<file path="config.mk">
export PLATFORM = sky130hd
export DESIGN_NAME = data_memory_arbiter
export DESIGN_NICKNAME = d
export VERILOG_FILES = /design/src/rtl/data_memory_arbiter_pkg.sv /design/src/rtl/data_memory_arbiter_rr_arbiter.sv /design/src/rtl/data_memory_arbiter.sv
export SDC_FILE = /design/constraint.sdc
export NUM_CORES = 1
export LEC_CHECK = 0
export ABC_AREA = 1
export BUFFER_PORTS_ARGS = -buffer_cell sky130_fd_sc_hd__clkbuf_2
export CORE_MARGIN = 2
export CORE_UTILIZATION = 37
export CTS_CLUSTER_DIAMETER = 60
export DETAILED_ROUTE_END_ITERATION = 16
export GPL_TIMING_DRIVEN = 0
export HOLD_SLACK_MARGIN = 0.08
export PLACE_DENSITY = 0.91
export SYNTH_ARGS = -nofsm -noshare
export SYNTH_HDL_FRONTEND = slang
export SYNTH_HIERARCHICAL = 1
export SYNTH_SLANG_ARGS = --single-unit
</file>
<file path="constraint.sdc">
create_clock -name i_clock -period 2.1 [get_ports i_clock]
set_clock_uncertainty 0.2 [all_clocks]
set_input_delay 0.105 -clock i_clock [delete_from_list [all_inputs] [get_ports i_clock]]
set_output_delay 0.105 -clock i_clock [all_outputs]
set_load 0.02 [all_outputs]
</file>
<file path="src/rtl/data_memory_arbiter_pkg.sv">
// Shared types for the data memory arbiter: the per-requester request bundle
// and the arbitration state.
package data_memory_arbiter_pkg;

   localparam int DATA_BITS  = 10;
   localparam int MAX_ADDR_W = 30;

   typedef enum logic {
      ST_ARB    = 1'b0,
      ST_LOCKED = 1'b1
   } arb_state_t;

   typedef struct packed {
      logic [MAX_ADDR_W-1:0] addr;
      logic                  wren;
      logic [3:0]            byteena;
      logic [31:0]           wdata;
      logic                  lock;
   } mem_req_t;

   function automatic int wrap_inc(input int idx, input int n);
      return (idx + 1 >= n) ? 0 : idx + 1;
   endfunction

endpackage

</file>
<file path="src/rtl/data_memory_arbiter_rr_arbiter.sv">
// Combinational round-robin arbiter: one-hot grant to the first set request
// found searching circularly upward from i_ptr.
module data_memory_arbiter_rr_arbiter #(
   parameter int NUM_REQ = 2,
   parameter int PTR_W   = 1
) (
   input  logic [NUM_REQ-1:0] i_req,
   input  logic [PTR_W-1:0]   i_ptr,
   output logic [NUM_REQ-1:0] o_grant
);

   localparam int SUM_W = PTR_W + 1;

   logic [SUM_W-1:0] w_sum;
   logic [PTR_W-1:0] w_idx;
   logic             w_found;

   // NOTE: every variable gets a default before the loop so no path leaves it unassigned (no latch).
   always_comb begin
      o_grant = '0;
      w_found = 1'b0;
      w_sum   = '0;
      w_idx   = '0;
      for (int k = 0; k < NUM_REQ; k++) begin
         w_sum = {1'b0, i_ptr} + SUM_W'(k);
         if (w_sum >= SUM_W'(NUM_REQ)) begin
            w_sum = w_sum - SUM_W'(NUM_REQ);
         end
         w_idx = w_sum[PTR_W-1:0];
         if (!w_found && i_req[w_idx]) begin
            o_grant[w_idx] = 1'b1;
            w_found        = 1'b1;
         end
      end
   end

endmodule

</file>
<file path="src/rtl/data_memory_arbiter.sv">
// Round-robin arbiter sharing one single-port data memory between NUM_REQ
// requesters, with a bus lock for atomic read-modify-write sequences.
module data_memory_arbiter
   import data_memory_arbiter_pkg::*;
#(
   parameter int NUM_REQ    = 2,
   parameter int ADDR_WIDTH = DATA_BITS - 2
) (
   input  logic                               i_clock,
   input  logic                               i_reset_n,
   input  logic [NUM_REQ-1:0]                 i_req_valid,
   output logic [NUM_REQ-1:0]                 o_req_ready,
   input  logic [NUM_REQ-1:0][ADDR_WIDTH-1:0] i_req_addr,
   input  logic [NUM_REQ-1:0]                 i_req_wren,
   input  logic [NUM_REQ-1:0][3:0]            i_req_byteena,
   input  logic [NUM_REQ-1:0][31:0]           i_req_wdata,
   input  logic [NUM_REQ-1:0]                 i_req_lock,
   output logic [NUM_REQ-1:0]                 o_resp_valid,
   output logic [31:0]                        o_resp_rdata,
   output logic [ADDR_WIDTH-1:0]              o_mem_address,
   output logic [3:0]                         o_mem_byteena,
   output logic [31:0]                        o_mem_data,
   output logic                               o_mem_wren,
   input  logic [31:0]                        i_mem_q
);

   localparam int PTR_W = $clog2(NUM_REQ);

   arb_state_t         r_state;
   logic [PTR_W-1:0]   r_rr_ptr;
   logic [PTR_W-1:0]   r_lock_owner;
   logic [NUM_REQ-1:0] r_resp_valid;
   logic [31:0]        r_resp_rdata;

   mem_req_t           w_req [NUM_REQ];
   mem_req_t           w_sel;
   logic [NUM_REQ-1:0] w_arb_grant;
   logic [NUM_REQ-1:0] w_owner_oh;
   logic [NUM_REQ-1:0] w_grant;
   logic [PTR_W-1:0]   w_grant_idx;
   logic               w_handshake;
   logic               w_unused_addr;

   always_comb begin
      for (int i = 0; i < NUM_REQ; i++) begin
         w_req[i] = '{addr:    MAX_ADDR_W'(i_req_addr[i]),
                      wren:    i_req_wren[i],
                      byteena: i_req_byteena[i],
                      wdata:   i_req_wdata[i],
                      lock:    i_req_lock[i]};
      end
   end

   data_memory_arbiter_rr_arbiter #(
      .NUM_REQ (NUM_REQ),
      .PTR_W   (PTR_W)
   ) u_rr_arbiter (
      .i_req   (i_req_valid),
      .i_ptr   (r_rr_ptr),
      .o_grant (w_arb_grant)
   );

   // Grant is forced low while reset is asserted so ready and the memory
   // drive fall to zero asynchronously together with the registered outputs.
   always_comb begin
      w_owner_oh               = '0;
      w_owner_oh[r_lock_owner] = 1'b1;
      if (!i_reset_n) begin
         w_grant = '0;
      end else if (r_state == ST_LOCKED) begin
         w_grant = w_owner_oh & i_req_valid;
      end else begin
         w_grant = w_arb_grant;
      end
   end

   always_comb begin
      w_sel       = '0;
      w_grant_idx = '0;
      for (int i = 0; i < NUM_REQ; i++) begin
         if (w_grant[i]) begin
            w_sel       = w_req[i];
            w_grant_idx = PTR_W'(i);
         end
      end
   end

   assign w_handshake   = |w_grant;
   assign o_req_ready   = w_grant;
   assign o_mem_address = w_sel.addr[ADDR_WIDTH-1:0];
   assign o_mem_byteena = w_sel.byteena;
   assign o_mem_data    = w_sel.wdata;
   assign o_mem_wren    = w_handshake & w_sel.wren;
   assign w_unused_addr = ^w_sel.addr;

   // NOTE: all state uses non-blocking assignments so each flop samples pre-edge values.
   always_ff @(posedge i_clock or negedge i_reset_n) begin
      if (!i_reset_n) begin
         r_state      <= ST_ARB;
         r_rr_ptr     <= '0;
         r_lock_owner <= '0;
         r_resp_valid <= '0;
         r_resp_rdata <= '0;
      end else begin
         r_resp_valid <= w_grant;
         if (w_handshake) begin
            r_rr_ptr <= PTR_W'(wrap_inc(int'(w_grant_idx), NUM_REQ));
            if (!w_sel.wren) begin
               r_resp_rdata <= i_mem_q;
            end
         end
         case (r_state)
            ST_ARB: begin
               if (w_handshake && w_sel.lock) begin
                  r_state      <= ST_LOCKED;
                  r_lock_owner <= w_grant_idx;
               end
            end
            ST_LOCKED: begin
               if (w_handshake && !w_sel.lock) begin
                  r_state <= ST_ARB;
               end
            end
            default: r_state <= ST_ARB;
         endcase
      end
   end

   assign o_resp_valid = r_resp_valid;
   assign o_resp_rdata = r_resp_rdata;

endmodule

</file>
======== After elaboration in Yosys (flattened, before gate mapping) ========
Index checks and enable logic that the tools add are counted.
Widths: inputs -> output; s select.
word-level totals
  bits of input ports ..................... 128
  output and inout port bits .............. 81
  word-level logic and storage cells ...... 58
  register bits ........................... 37
cells by class
  $add $sub $neg .......................... 4
  order comparisons ....................... 9
  reduce and logical (&&, ||, !) cells .... 11
  bitwise gates (word level) .............. 5
  mux-type cells .......................... 24
operators with widths
  kind                 number
  $mux 46              2
  $mux 1               14
  $mux 2               4
  $logic_and 1x1->1    6
  $lt 1x2->1 const B   3
  $add 1x1->2 const B  2
  $ge 2x2->1 const B   2
  $reduce_and 2->1     2
  $demux 1 s1          3
  $ge 1x1->1 const B   3
  $and 2x2->2          1
  $ge 1x2->1 const B   1
  $logic_not 1->1      2
  $not 1->1            2
  $or 2x2->2           1
  $pmux 1 s2           1
  $reduce_or 2->1      1
  $sub 1x1->1 const B  2
  $and 1x1->1          1

======== Longest topological paths before layout ========
Gate-level depths: netlist (run 1).
  word-level depth ........................ 17
  depth in mapped cells ................... 12
  depth with buffers taken out ............ 11

======== By module ========
Netlist (run 1), hierarchy kept.
modules (own cells, without submodules)
  module                          sequential area each (um^2)  instances  area an instance (um^2)  cells an instance
  data_memory_arbiter             925.9                        1          2230.9                   324
  data_memory_arbiter_rr_arbiter  0.0                          1          27.5                     4

======== Worst setup path after synthesis (run 1) ========
No wires, ideal clock.
  path type ............................... reg2out
  from .................................... register r_rr_ptr
  to ...................................... output port o_mem_address[0]
  cell stages (with the launch flop) ...... 9
  buffers on the path ..................... 1
  slack ................................... 425 ps
  data arrival time ....................... 1370 ps
  data required time ...................... 1795 ps
  cell sequence ........................... dfrtp_1 > a21boi_2 > nor2_1 > nor2_1 > nand2_2 > inv_2 > buf_4 > nand3_1 > nand2_1
on the way
  cells in the longest elaborated chain, start to end .. 13
  elaborated cells between the ends (all ways) .. 31
  those cells by class .................... add/sub: 3; order compare: 6; mux: 17; bitwise: 1; reduce/logical: 4
RTL lines
  element                                                                   line                                  source
  start, declared                                                           data_memory_arbiter.sv:30             logic [PTR_W-1:0] r_rr_ptr;
  start signal, assigned                                                    data_memory_arbiter.sv:107            r_rr_ptr <= PTR_W'(wrap_inc(int'(w_grant_idx), NUM_REQ));
  $add 1x1->2, or another cell as far along                                 data_memory_arbiter_rr_arbiter.sv:25  w_sum = {1'b0, i_ptr} + SUM_W'(k);
  $ge 2x2->1, or another cell as far along                                  data_memory_arbiter_rr_arbiter.sv:26  if (w_sum >= SUM_W'(NUM_REQ)) begin
  $mux 1, or another cell as far along                                      data_memory_arbiter_rr_arbiter.sv:26
  $lt 1x2->1 (implied by the code), or another cell as far along            data_memory_arbiter_rr_arbiter.sv:31  o_grant[w_idx] = 1'b1;
  $logic_and 1x1->1 (implied by the code) / $mux 1 (equally long branches)  data_memory_arbiter_rr_arbiter.sv:31
  $mux 1 (implied by the code) / $demux 1 s1 (equally long branches)        --
  $demux 1 s1 / $mux 2 (equally long branches)                              --
  $or 2x2->2 (no source line)                                               --
  $mux 2 *                                                                  data_memory_arbiter_rr_arbiter.sv:30  if (!w_found && i_req[w_idx]) begin
  via w_arb_grant[0]                                                        data_memory_arbiter.sv:37             logic [NUM_REQ-1:0] w_arb_grant;
  $mux 2 *                                                                  data_memory_arbiter.sv:70             end else if (r_state == ST_LOCKED) begin
  $mux 2 *                                                                  data_memory_arbiter.sv:68             if (!i_reset_n) begin
  via o_req_ready[0]                                                        data_memory_arbiter.sv:12             output logic [NUM_REQ-1:0] o_req_ready,
  $mux 46 * (2 in a row)                                                    data_memory_arbiter.sv:81             if (w_grant[i]) begin
  end, declared                                                             data_memory_arbiter.sv:20             output logic [ADDR_WIDTH-1:0] o_mem_address,
The timed path passes the listed nets; every way through them passes the cells marked *. The select of a mux whose other input is x is not followed.

======== Worst setup path in the final report (run 1) ========
  from .................................... input port i_reset_n
  to ...................................... output port o_mem_byteena[0]
on the way
  cells in the longest elaborated chain, start to end .. 3
RTL lines
  element          line                       source
  start, declared  data_memory_arbiter.sv:10  input logic i_reset_n,
  $mux 2 *         data_memory_arbiter.sv:68
  $mux 46          data_memory_arbiter.sv:81
  $mux 46 *        data_memory_arbiter.sv:81
  end, declared    data_memory_arbiter.sv:21  output logic [3:0] o_mem_byteena,
Every way passes the cells marked *; elsewhere a longest branch is shown, timed or not.

==> summary.md, run 1 <==
| Metric | Value |
|---|---|
| Outcome | complete, but fails checks |
| Failing checks | setup timing |
| Initial antenna violation count | 0 |
| Final TNS setup | -0.000730 ns |
| Area of the multi-input gates | 1140 sq um |
| Congestion Overflow GR | 0 |
| Post-route setup slack | -0.000730 ns |
| Root Buffer | clkbuf_8 |
| P_leak | 2.60 nW |
| # DRC | 0 |
| Die height | 82.1 um |
| Share of cells above drive strength 1 | 46.3% |
| Post-Syn Area | 2260 sq um |
| Slew at the pin with the worst max-slew slack | 0.199 ns |
| Maximum VDD drop | 0.708 mV |
| Placeable Area | 5920 sq um |
| Critical path data required time | 1.79 ns |
| Core Rows | 28 |
| WL met2 | 5100 um |
| Final Instance Area | 4340 sq um |
| Synthesized flop and latch total | 37 |
| Fill count | 418 |
| All-Layer GR Usage | 24.7% |
| Drt total wl | 9530 um |
| Fin crit share | 100% |
| Worst-Skew Late Latency | 0.28 ns |
| Clock power frac | 10.9% |
| Gate power share | 67.2% |
| CP startpoint kind | input port |
| CP Capture Type | primary output |
| Crit path max-delay family | buffers and inverters |
| Switching share of power | 46.9% |
| Critical path, cell by cell | dlygate4sd3_1 > clkbuf_4 > inv_1 > nor2_2 > nand2_2 > inv_4 > buf_8 > buf_8 > nand2_1 > nand2_1 > buf_6 |
| CTS Sinks | 37 |
| Register Area | 926 sq um |
| P per Cell Area | 1330 nW/um^2 |
| Relative slew slack | 86.8% |
| TritonCTS clock tree | yes |
| Total power | 0.00575 W |
| Routability cong. | 0.833 |
| Met1 wire length | 3510 um |
| Final setup violating endpoints | 1 |
| Port Buffer Count | 208 |
| CTS H-tree lvls | 2 |
| Register area share after synthesis | 41.0% |
| Syn Nets | 456 |
| CTS clock-pin slew for the worst setup and hold paths | 0.07 ns |
| Met3 WL | 684 um |
| Distinct cells, synth | 17 |
| CP peak stage delay | 0.54 ns |
| Critical path class | input port to primary output |
| Detail Placement HPWL | 6330 um |
| Largest area contributor in the netlist | dfrtp_1 |
| Top cell type's share of synthesized area | 41.0% |
| CP max FO | 10 |
| Flop pwr share | 21.9% |
| RSZ-0062 raised after global routing | yes |
| Arr. time, crit path | 1.80 ns |
| Hold Path Class | input port to flip-flop |
| Vias in the first global route | 2882 |
| Max-cap viol count | 0 |
| Cell Int Power | 0.00306 W |
| Hold Slack | 0.0859 ns |
| Die span in x | 82.1 um |
| Post-Syn Area per Cell | 6.89 sq um |
| Fin crit period | 2.10 ns |
| Inserted Clock Buffers | 5 |
| Slowest-stage cell, CP | dlygate4sd3_1 |
| Final Hold Viols | 0 |
| # nets final | 723 |
| YS warnings | 6 |
| DR iter-0 viols | 166 |
| Drt pass-1 iters | 6 |
| Ant. Diodes | 0 |
| Max-slew violation count | 0 |
| Remaining antenna violation count after routing | 0 |
| P_sw | 0.00270 W |
| Top Ports | 209 |
| First-pass GRT wire length | 12900 um |
| Peak Freq | 476 MHz |
| DR WL/cell | 14.2 um |
| Starting density of the core | 38.1% |
| Vias per cell | 4.87 |
| Syn Inst Count | 328 |
| Cell Area, Placed | 3390 sq um |
| Pin count of the biggest net entering global routing | 38 |
| Vias | 3267 |
| Area contributors post-synth | dfrtp_1 (41%), nand2_1 (27%), nand3_1 (18%) |
| Area Growth Syn to Fin | 92.2% |
| Die ar. | 6740 sq um |
| Buf+Inv Stages, Crit Path | 7 |
| Top Metal Used | met4 |
| CTS max path bufs | 2 |
what timing repair did:
action                                  4_1_cts  5_1_grt
cloned                                        0        2
endpoints found under the setup margin       47       47
hold buffers                                 36        0
gates resized for setup                      18      133
endpoints found under the hold margin        71        0
setup buffers                                 4       11
pin swaps                                     1        1
layout make-up:
| type | count | area share (%) |
|---|---|---|
| sequential | 37 | 21.3 |
| clock buffer | 7 | 1.99 |
| timing repair buffer | 261 | 41.0 |
| buffer | 23 | 5.53 |
| inverter | 11 | 1.07 |
| multi-input combinational | 256 | 26.3 |
| tap | 75 | 2.16 |
| clock inverter | 1 | 0.692 |
flip-flops by register name, summed over array words and instances (netlist names), named ones only:
name / cells
o_resp_rdata: 32
o_resp_valid: 2
r_lock_owner: 1
r_rr_ptr: 1
layout by cell type (no fill, tap or decap):
master,n
clkbuf_1,1
nand2_1,154
clkbuf_4,1
nor2_2,2
inv_2,1
buf_8,7
nor2_1,4
buf_4,32
nand2_2,9
nand3_1,79
buf_12,1
bufinv_16,1
clkbuf_8,7
a21boi_2,1
buf_2,7
nand4_1,1
inv_1,8
buf_6,36
dlygate4sd3_1,35
nand3_2,1
nand2_8,1
clkbuf_2,163
inv_4,2
dfrtp_1,37
clkbuf_16,1
o21ai_0,1
a21oi_2,1
nand2_4,2
kinds of logic (layout without fill, tap and decap cells):
kind of cell / after synthesis / after routing / share of synthesized area (%)
and+or+nand+nor: 253 / 253 / 48.3
DFF: 37 / 37 / 41.0
buffers and inverters: 35 / 303 / 9.58
AOI/OAI and AO/OA: 3 / 3 / 1.11
per-layer routing:
layer,vias to the layer above,track usage [%]
met5,-,0
met1,1489,27.7
li1,1573,-
met2,184,46.6
met4,0,8.17
met3,21,4.67
power by group through the flow:
stage          Combinational (W)  Sequential (W)  Clock [W]
6_report                 0.00386         0.00126   0.000626
5_1_grt                  0.00416         0.00129   0.000666
4_1_cts                  0.00329         0.00125   0.000644
3_5_place_dp             0.00313         0.00127          0
3_3_place_gp             0.00305         0.00124          0
2_1_floorplan            0.00170         0.00163          0
cell usage after synthesis:
cell      number
a21boi_2       1
a21oi_2        1
buf_2          8
buf_4         12
buf_6          4
dfrtp_1       37
inv_1          9
inv_2          2
nand2_1      161
nand2_2        2
nand2_4        2
nand2_8        1
nand3_1       80
nand4_1        1
nor2_1         5
nor2_2         1
o21ai_0        1
through the flow:
stage,util [%],setup slack [ns],std cells
final,73.3,-0.000730,671
after global routing,73.3,-0.0956,671
after CTS,66.9,-0.0200,658
after detailed placement,57.3,-0.349,611
after global placement,57.3,-0.251,611
after floorplan,-,0.425,328
worst register-to-register path, stage by stage, from the launching register on:
cell and delay (ns):
dfrtp_1 0.41, inv_2 0.05, a21oi_2 0.11, nor2_1 0.05
nor2_2 0.11, nand2_2 0.11, inv_4 0.10, nand2_1 0.09
nand2_4 0.13, buf_4 0.14, nand2_4 0.07, buf_6 0.14
nand2_1 0.10, nand2_1 0.08
final timing paths:
path | start | end | slack (ns) | depth (start not counted)
min in group asynchronous | i_reset_n | o_resp_rdata[12]$_DFFE_PN0P_ | 0.20 | 3
worst max register to register | r_rr_ptr$_DFFE_PN0P_ | o_resp_rdata[4]$_DFFE_PN0P_ | 0.10 | 13
worst min-delay path | i_req_wren[1] | o_resp_rdata[11]$_DFFE_PN0P_ | 0.09 | 6
max in group asynchronous | i_reset_n | r_rr_ptr$_DFFE_PN0P_ | 1.32 | 3
worst max-delay path | i_reset_n | o_mem_byteena[0] | -0.0007 | 11
worst min register to register | o_resp_rdata[10]$_DFFE_PN0P_ | o_resp_rdata[10]$_DFFE_PN0P_ | 0.27 | 2
(Power assumes the default switching activity.)
==> inputs of run 2 (changes only) <==
--- a/config.mk
+++ b/config.mk
@@ -6,14 +6,16 @@
 export NUM_CORES = 1
 export LEC_CHECK = 0
 export ABC_AREA = 1
-export BUFFER_PORTS_ARGS = -buffer_cell sky130_fd_sc_hd__clkbuf_2
-export CORE_MARGIN = 2
-export CORE_UTILIZATION = 37
+export CORE_AREA = 2 2 81 83
+export CTS_BUF_LIST = sky130_fd_sc_hd__clkbuf_16
 export CTS_CLUSTER_DIAMETER = 60
 export DETAILED_ROUTE_END_ITERATION = 16
+export DIE_AREA = 0 0 83 85
+export DONT_BUFFER_PORTS = 1
 export GPL_TIMING_DRIVEN = 0
 export HOLD_SLACK_MARGIN = 0.08
-export PLACE_DENSITY = 0.91
+export PLACE_DENSITY = 0.62
+export SETUP_SLACK_MARGIN = 0.2
 export SYNTH_ARGS = -nofsm -noshare
 export SYNTH_HDL_FRONTEND = slang
 export SYNTH_HIERARCHICAL = 1
==> run 2 against run 1 <==
  * The flow now finishes without violations
  * Clock power is 32% higher
  * Critical endpoint is now o_mem_data[30]
  * Die area is 4.6% higher
  * Non-clock buffer count is 208 lower
  * Sequential share of layout area is 4.7 points higher
  * Power is 7.8% lower
  * Largest cell class is now multi-input combinational cells
  * Via count is 25% lower
  * Sequential power is 34% higher
  * Combinational power is 28% lower
  * Global-route usage is 2.9 points lower
  * Maximum frequency is 6.5% higher
  * Register-to-register slack better by 0.08 ns
  * First-iteration DRC count is 55% lower
==> summary.md, run 2 (synthesis gave the netlist of run 1 again) <==
| Metric | Value |
|---|---|
| Final TNS setup | 0 ns (+0.000730 ns) |
| Hold Path Class | input port to asynchronous set/reset pin |
| P per Cell Area | 1490 nW/um^2 (+13%) |
| Drt pass-1 iters | 4 (-2) |
| DR iter-0 viols | 74 (-55%) |
| CP max FO | 10 (unchanged) |
| Remaining antenna violation count after routing | 0 (unchanged) |
| CTS H-tree lvls | 2 (unchanged) |
| Max-cap viol count | 0 (unchanged) |
| Area Growth Syn to Fin | 57.3% |
| Critical path data required time | 1.79 ns (about the same) |
| Top Ports | 209 (unchanged) |
| Port Buffer Count | 0 (-100%) |
| Placeable Area | 6200 sq um (+4.8%) |
| Congestion Overflow GR | 0 (unchanged) |
| Maximum VDD drop | 0.844 mV (+19%) |
| Max-slew violation count | 0 (unchanged) |
| CTS clock-pin slew for the worst setup and hold paths | 0.05 ns (-0.02 ns) |
| Vias in the first global route | 2456 (-15%) |
| # DRC | 0 (unchanged) |
| # nets final | 516 (-29%) |
| Peak Freq | 507 MHz (+6.5%) |
| Die height | 85 um (+3.5%) |
| Register Area | 926 sq um (unchanged) |
| Area of the multi-input gates | 1540 sq um (+35%) |
| R2R Setup Slk | 0.18 ns (+0.08 ns) |
| Relative slew slack | 83.5% (-3.3 points) |
| Vias per cell | 5.27 (+8.2%) |
| Drt total wl | 8060 um (-16%) |
| Core Rows | 29 (+3.6%) |
| Commonest cells after routing, fill and taps aside | nand2_1 (86), nand3_1 (71), nand2_4 (40) |
| CTS max path bufs | 2 (unchanged) |
| Final Hold Viols | 0 (unchanged) |
| Critical Path End | o_mem_data[30] |
| Share of cells above drive strength 1 | 37.0% (-9.3 points) |
| TritonCTS clock tree | yes |
| CP startpoint kind | flip-flop |
| CP Launch Point | r_rr_ptr$_DFFE_PN0P_ |
| Cell Count Post-Placement | 405 (-34%) |
| Arr. time, crit path | 1.67 ns (-0.13 ns) |
| Worst r2r src | r_rr_ptr$_DFFE_PN0P_ |
| Most common cell after layout, fill and taps aside | nand2_1 |
| CTS Sinks | 37 (unchanged) |
| Slew at the pin with the worst max-slew slack | 0.248 ns (+0.0492 ns) |
| Initial antenna violation count | 0 (unchanged) |
| Max reg flops | 32 (unchanged) |
| Starting density of the core | 36.4% (-1.7 points) |
| Ant. Diodes | 0 (unchanged) |
| Outcome | finished clean |
| RR Endpoint | o_resp_rdata[6]$_DFFE_PN0P_ |
| Root Buffer | clkbuf_16 |
| First-pass GRT wire length | 12500 um (-2.9%) |
| Inserted Clock Buffers | 5 (unchanged) |
| Pin count of the biggest net entering global routing | 38 (unchanged) |
| Fin crit share | 94.0% (-6.1 points) |
| Vias | 2455 (-25%) |
| P_leak | 1.79 nW (-31%) |
| Path depth of the worst reg2reg path | 13 (unchanged) |
| Fill count | 542 (+30%) |
| Final setup violating endpoints | 0 (-1) |
| Die ar. | 7060 sq um (+4.6%) |
| DR WL/cell | 17.3 um (+22%) |
| Worst-Skew Late Latency | 0.27 ns (about the same) |
| Final cell count without fillers | 466 (-31%) |
| RSZ-0062 raised after global routing | yes |
| Die span in x | 83 um (+1.1%) |
| All-Layer GR Usage | 21.8% (-2.9 points) |
| Critical path class | flip-flop to primary output |
| Routability cong. | 0.813 (-2.4%) |
| CP Capture Type | primary output |
| Detail Placement HPWL | 5230 um (-17%) |
| Fin crit period | 1.97 ns (-0.127 ns) |
[run 2: final cells by class]
class | count | share of cell area [%]
Buffer | 24 | 7.33
Clock buffer | 5 | 3.52
Clock inverter | 3 | 1.06
Inverter | 11 | 1.30
Multi-Input combinational cell | 256 | 43.4
Sequential cell | 37 | 26.1
Tap cell | 77 | 2.71
Timing Repair Buffer | 52 | 14.5
Timing Repair inverter | 1 | 0.106
[run 2: layer usage]
metal / track usage (%) / share of wire, % / vias up
met5: 0 / 0 / -
met4: 6.41 / 2.0 / 0
met3: 5.25 / 6.7 / 15
met2: 42.0 / 54 / 125
met1: 23.5 / 37 / 1155
li1: - / - / 1160
[run 2: how the worst min path moves through the flow]
stage,endpoint,depth (start not counted)
2_1_floorplan,asynchronous set/reset pin,0
3_3_place_gp,o_resp_rdata[0]$_DFFE_PN0P_,0
3_5_place_dp,o_resp_rdata[2]$_DFFE_PN0P_,0
4_1_cts,o_resp_rdata[19]$_DFFE_PN0P_,2
5_1_grt,o_resp_rdata[7]$_DFFE_PN0P_,2
6_report,o_resp_rdata[13]$_DFFE_PN0P_,2
[run 2: through the flow]
step	cell area [sq um]	setup slack, ns	util [%]	total power, W	hold slack (ns)
2_1_floorplan	2260	0.425	-	0.00333	-0.391
3_3_place_gp	2350	0.256	38.0	0.00369	-0.390
3_5_place_dp	2350	0.230	38.0	0.00374	-0.390
4_1_cts	3380	0.109	54.5	0.00516	0.110
5_1_grt	3550	0.00166	57.2	0.00567	0.119
6_report	3550	0.127	57.2	0.00531	0.111
[run 2: report_power, final]
part / total [W] / internal [W] / switching [W]
registers: 0.00169 / 0.00106 / 0.000632
clock network: 0.000826 / 0.000551 / 0.000275
logic: 0.00279 / 0.00104 / 0.00175
[run 2: repair_timing]
item,4_1_cts,5_1_grt
pin swaps,31,20
endpoints found under the hold margin,71,0
setup buffers,12,0
gates resized for setup,118,45
gates cloned,4,0
endpoints found under the setup margin,45,80
hold buffers,37,0
[run 2: worst max-delay path, cell delays in order (launching register included)]
cell and delay, ns:
dfrtp_1 0.41, inv_2 0.06, a21oi_2 0.05, nor2_1 0.13, nor2_2 0.06, nand2_2 0.09
buf_8 0.13, buf_4 0.17, nand3_1 0.14, nand2_4 0.14
